<file path="config.mk">
export PLATFORM = sky130hd
export DESIGN_NAME = control_collector_layer1
export DESIGN_NICKNAME = d
export VERILOG_FILES = /design/src/rtl/control_collector_layer1.sv
export SDC_FILE = /design/constraint.sdc
export NUM_CORES = 1
export LEC_CHECK = 0
export ABC_AREA = 1
export CAP_MARGIN = 30
export CORE_ASPECT_RATIO = 0.5
export CORE_UTILIZATION = 50
export CTS_CLUSTER_SIZE = 24
export DETAILED_ROUTE_END_ITERATION = 10
export PLACE_DENSITY = 0.76
export SLEW_MARGIN = 5
export SYNTH_ARGS = -nofsm -noshare
export SYNTH_HDL_FRONTEND = slang
export SYNTH_SLANG_ARGS = --single-unit
</file>
<file path="constraint.sdc">
create_clock -name clk -period 4 [get_ports clk]
set_clock_uncertainty 0.15 [all_clocks]
set_input_delay 0.8 -clock clk [delete_from_list [all_inputs] [get_ports clk]]
set_output_delay 0.8 -clock clk [all_outputs]
set_load 0.03 [all_outputs]
</file>
<file path="src/rtl/control_collector_layer1.sv">
// Sink-side collector for the layer-1 pipeline: row-major writes of one frame per start.
// Optional RELU_EN macro clamps negative result words to zero on the write path.
module control_collector_layer1 #(
  parameter int unsigned DATA_W = 16,
  parameter int unsigned IMG_W  = 224,
  parameter int unsigned IMG_H  = 224,
  parameter int unsigned ADDR_W = 16
) (
  input  logic              clk,
  input  logic              rst,
  input  logic              start,
  input  logic              valid_in,
  input  logic [DATA_W-1:0] data_in,
  output logic              wr_en,
  output logic [ADDR_W-1:0] wr_addr,
  output logic [DATA_W-1:0] wr_data,
  output logic              busy,
  output logic              done,
  output logic              overrun,
  output logic [ADDR_W-1:0] pixel_count
);

  localparam int unsigned COL_W = (IMG_W > 1) ? $clog2(IMG_W) : 1;
  localparam int unsigned ROW_W = (IMG_H > 1) ? $clog2(IMG_H) : 1;
  localparam logic [COL_W-1:0] LAST_COL = COL_W'(IMG_W - 1);
  localparam logic [ROW_W-1:0] LAST_ROW = ROW_W'(IMG_H - 1);

  typedef enum logic [1:0] {IDLE, COLLECT, DONE} state_t;

  state_t            state_q, state_d;
  logic [COL_W-1:0]  col_q, col_d;
  logic [ROW_W-1:0]  row_q, row_d;
  logic [ADDR_W-1:0] lin_q, lin_d;
  logic              wr_en_d, busy_d, done_d, overrun_d;
  logic [ADDR_W-1:0] wr_addr_d, pixel_count_d;
  logic [DATA_W-1:0] wr_data_d, data_fmt;

  // Write-path formatting; with ReLU fused, negative words become zero.
`ifdef RELU_EN
  assign data_fmt = data_in[DATA_W-1] ? '0 : data_in;
`else
  assign data_fmt = data_in;
`endif

  always_ff @(posedge clk or posedge rst) begin
    if (rst) begin
      state_q     <= IDLE;
      col_q       <= '0;
      row_q       <= '0;
      lin_q       <= '0;
      wr_en       <= 1'b0;
      wr_addr     <= '0;
      wr_data     <= '0;
      busy        <= 1'b0;
      done        <= 1'b0;
      overrun     <= 1'b0;
      pixel_count <= '0;
    end else begin
      state_q     <= state_d;
      col_q       <= col_d;
      row_q       <= row_d;
      lin_q       <= lin_d;
      wr_en       <= wr_en_d;
      wr_addr     <= wr_addr_d;
      wr_data     <= wr_data_d;
      busy        <= busy_d;
      done        <= done_d;
      overrun     <= overrun_d;
      pixel_count <= pixel_count_d;
    end
  end

  // Next-state and registered-output values; the linear address is a plain counter.
  always_comb begin
    state_d       = state_q;
    col_d         = col_q;
    row_d         = row_q;
    lin_d         = lin_q;
    wr_en_d       = 1'b0;
    wr_addr_d     = wr_addr;
    wr_data_d     = wr_data;
    done_d        = 1'b0;
    overrun_d     = overrun;
    pixel_count_d = pixel_count;

    case (state_q)
      IDLE: begin
        if (start) begin
          state_d       = COLLECT;
          col_d         = '0;
          row_d         = '0;
          lin_d         = '0;
          pixel_count_d = '0;
          overrun_d     = 1'b0;
        end
        // A stray valid wins over the clear from a coincident start.
        if (valid_in) overrun_d = 1'b1;
      end
      COLLECT: begin
        if (valid_in) begin
          wr_en_d       = 1'b1;
          wr_addr_d     = lin_q;
          wr_data_d     = data_fmt;
          pixel_count_d = pixel_count + ADDR_W'(1);
          lin_d         = lin_q + ADDR_W'(1);
          if (col_q == LAST_COL) begin
            col_d = '0;
            if (row_q == LAST_ROW) begin
              row_d   = '0;
              state_d = DONE;
              done_d  = 1'b1;
            end else begin
              row_d = row_q + ROW_W'(1);
            end
          end else begin
            col_d = col_q + COL_W'(1);
          end
        end
      end
      DONE: begin
        state_d = IDLE;
        if (valid_in) overrun_d = 1'b1;
      end
      default: state_d = IDLE;
    endcase

    busy_d = (state_d == COLLECT);
  end

endmodule

</file>
==> run metrics <==
via count 3,891; FILL cells slightly above 700; wire length on met3 between 500 and 600 um; async set or reset register ratio after synthesis 100.0%; clock slew at reported path FFs 0.07 ns; Post-Syn Nets 604; Switching Share a little over a third; P_leak 0.002715 uW; drt first pass iters 5; Hold EP wr_data[3]$_DFFE_PP0P_; Power Density 494.9 nW/um^2; Comb pwr share 26.9%; Hold Violations, Final 0; Tot GR Track Use a little under a quarter; CTS Buf Count 9; post-synth cell types 27; yosys warns 0; WHS between 0.3 and 0.4 ns; # IOs 72; post-synth top area cell dfrtp_1; flop2flop setup slack between 1.5 and 2 ns; Mapped Area 4310 um^2; number of cell rows 23; M1 WL 4.771 mm; GR Overflow Total 0; Final Cycle Share 62.99%; slowest CP cell nor2_2; max_cap viols 0; pre-CTS WS 1.138 ns; Period minus WS final 2.520 ns; drc violations 0; post-detailed-route wirelength per cell 12.74 um; Crit. End Element register; maximum vdd ir drop just over 300 uV; post-synth top area share between 40 and 50%; initial antenna violation count 0; FMAX 0.3969 GHz; P_int 1732 uW; first-pass GRT wire length 16.37 mm; relative slew slack 42.26%; commonest non-fill, non-tap cell in the layout nand2_1; overall die width between 100 and 150 um; CTS tree built; H-tree levels 3; vias per inst 5.034; PortBufs between 70 and 80; Primary FF master, synth dfrtp_1; final setup fails 0; slowest stage delay, CP ~0.52 ns; Multi-input gate area 1832 um^2; measured slew at the worst slew-check pin 0.8652 ns; full die area around 9000 um^2; switching power slightly below 1000 uW; status finished, final reports clean; R2R cell count 8; Worst Path Max Fanout 15; initial core utilization 52.74%; RSZ-0062 raised after global routing no; nets@finish 680; Setup CP Type in -> reg; final setup margin ~1.5 ns; CP bufs+invs 3; register area share after synthesis between 40% and 50%; Cell Chain, Critical Path clkdlybuf4s50_1 -> nand2_1 -> nor2_1 -> buf_4 -> nor2_2 -> buf_4 -> nor2_1 -> nand2_1 -> nand2_1 -> nor2_1; Sequential Power Share ~44%; Placed Area 5171 um^2; most frequent cells in the layout nand2_1 (211), dfrtp_1 (86), clkdlybuf4s50_1 (71); Post-synth EDFFs 0; synthesized area per cell 7.432 um^2; arrival time worst endpoint 2.64 ns; Die Height 67.66 um; Clock Root Buffer clkbuf_16; synth-to-layout area growth 26.44%; CP delay by family, top buffers and inverters; Post-CTS Repair Setup Buffers 0; Core ar. ~8200 um^2; largest net degree at the start of global routing about 50; top post-synthesis cells by area dfrtp_1 (50%), nand2_1 (18%), inv_1 (5.6%); Max Buffers Root-to-Sink 2; Reg area 2152 um^2; # clock sinks between 80 and 90; Routed WL slightly below 10 mm; hold buffers post-CTS 0; Startpoint Class input pin; clock power share 29.5%; routability congestion estimate 0.8776; Design Area, Final 5450 um^2; clock latency on the worst-skew pair around 0.34 ns; Slew Limit Fails 0; # resized after CTS 0; DR WL met2 around 4.4 mm; FF-to-FF End pixel_count[8]$_DFFE_PP0P_; TNS Setup 0 ns; PnR Total Power 2697 uW; vias in the first global route about 3,600; r2r startpoint state_q[0]$_DFF_PP0_; Synth Register Bits 86; Antenna Cells 0; ANT nets after route 0; Min-Delay Path Class reg -> reg; Mapped Cells 580; highest routed metal layer met4; hold depth 2; WP data required 4.12 ns; share of cells above drive strength 1 under 10%; Worst Min Path Start wr_data[3]$_DFFE_PP0P_; Detail Placement HPWL ~6.9 mm; Starting DRT DRC Count 239
[per-stage QoR]
step                cells  utilization [%]
floorplan             580                -
global placement      757            63.27
detailed placement    757            63.27
CTS                   773            66.69
global route          773            66.69
finish                773            66.69
[power by group through the flow]
stage               registers (uW)  clock network [uW]  logic [uW]
global route                  1200                 854         804
global placement              1180                   0         711
finish                        1170                 796         727
detailed placement            1180                   0         729
CTS                           1170                 815         733
floorplan                     1310                   0         302
[worst min-delay path, cell delays in order, from the launching register on]
cell	delay [ns]
dfrtp_1	0.34
nand2_1	0.05
nand2_1	0.06
[cell usage after synthesis (all sizes together), types with 3 or more instances]
| cell | count |
|---|---|
| xor2 | 3 |
| nand3 | 33 |
| nor2 | 63 |
| nand2 | 214 |
| buf | 12 |
| nor3 | 15 |
| a21oi | 13 |
| o21ai | 39 |
| dfrtp | 86 |
| nand4 | 22 |
| inv | 66 |
| clkbuf | 4 |
| ha | 4 |
[state kept, by name, indices dropped and copies added, names as in the netlist]
name	flops
lin_q	16
pixel_count	16
wr_addr	16
wr_data	16
col_q	8
row_q	8
state_q	2
busy	1
done	1
overrun	1
wr_en	1
[cells by family after synthesis]
| group | count (synthesis) | synth area share, % |
|---|---|---|
| simple gates | 349 | 33.73 |
| flops | 86 | 49.93 |
| buf+inv | 82 | 7.576 |
| compound gates | 56 | 6.996 |
| fa+ha+maj | 4 | 1.161 |
| xor+xnor | 3 | 0.6097 |
[cell type report]
cell class / count / area share, %
well taps: 112 / 2.571
flip-flops and latches: 86 / 39.49
clock buffers: 9 / 4.132
repair buffers: 81 / 14.65
multi-input cells: 412 / 33.61
inverters: 66 / 4.568
clock inverters: 7 / 0.9871
[per-layer routing]
metal  vias up  track usage (%)
met5         -                0
met4         0            8.239
met3        13            6.006
met2       106            39.71
met1      1768            30.48
li1       2004                -
[how the worst max path moves through the flow]
stage	from	to	slack, ns	cells after the start
after CTS	start	pixel_count[8]$_DFFE_PP0P_	1.49	10
after floorplan	rst	busy$_DFF_PP0_	0.83	1
after global routing	start	pixel_count[8]$_DFFE_PP0P_	1.33	10
final	start	pixel_count[8]$_DFFE_PP0P_	1.48	10
after detailed placement	start	pixel_count[4]$_DFFE_PP0P_	1.14	8
after global placement	start	pixel_count[4]$_DFFE_PP0P_	1.18	8
No activity file was read; power rests on OpenSTA's default activity.
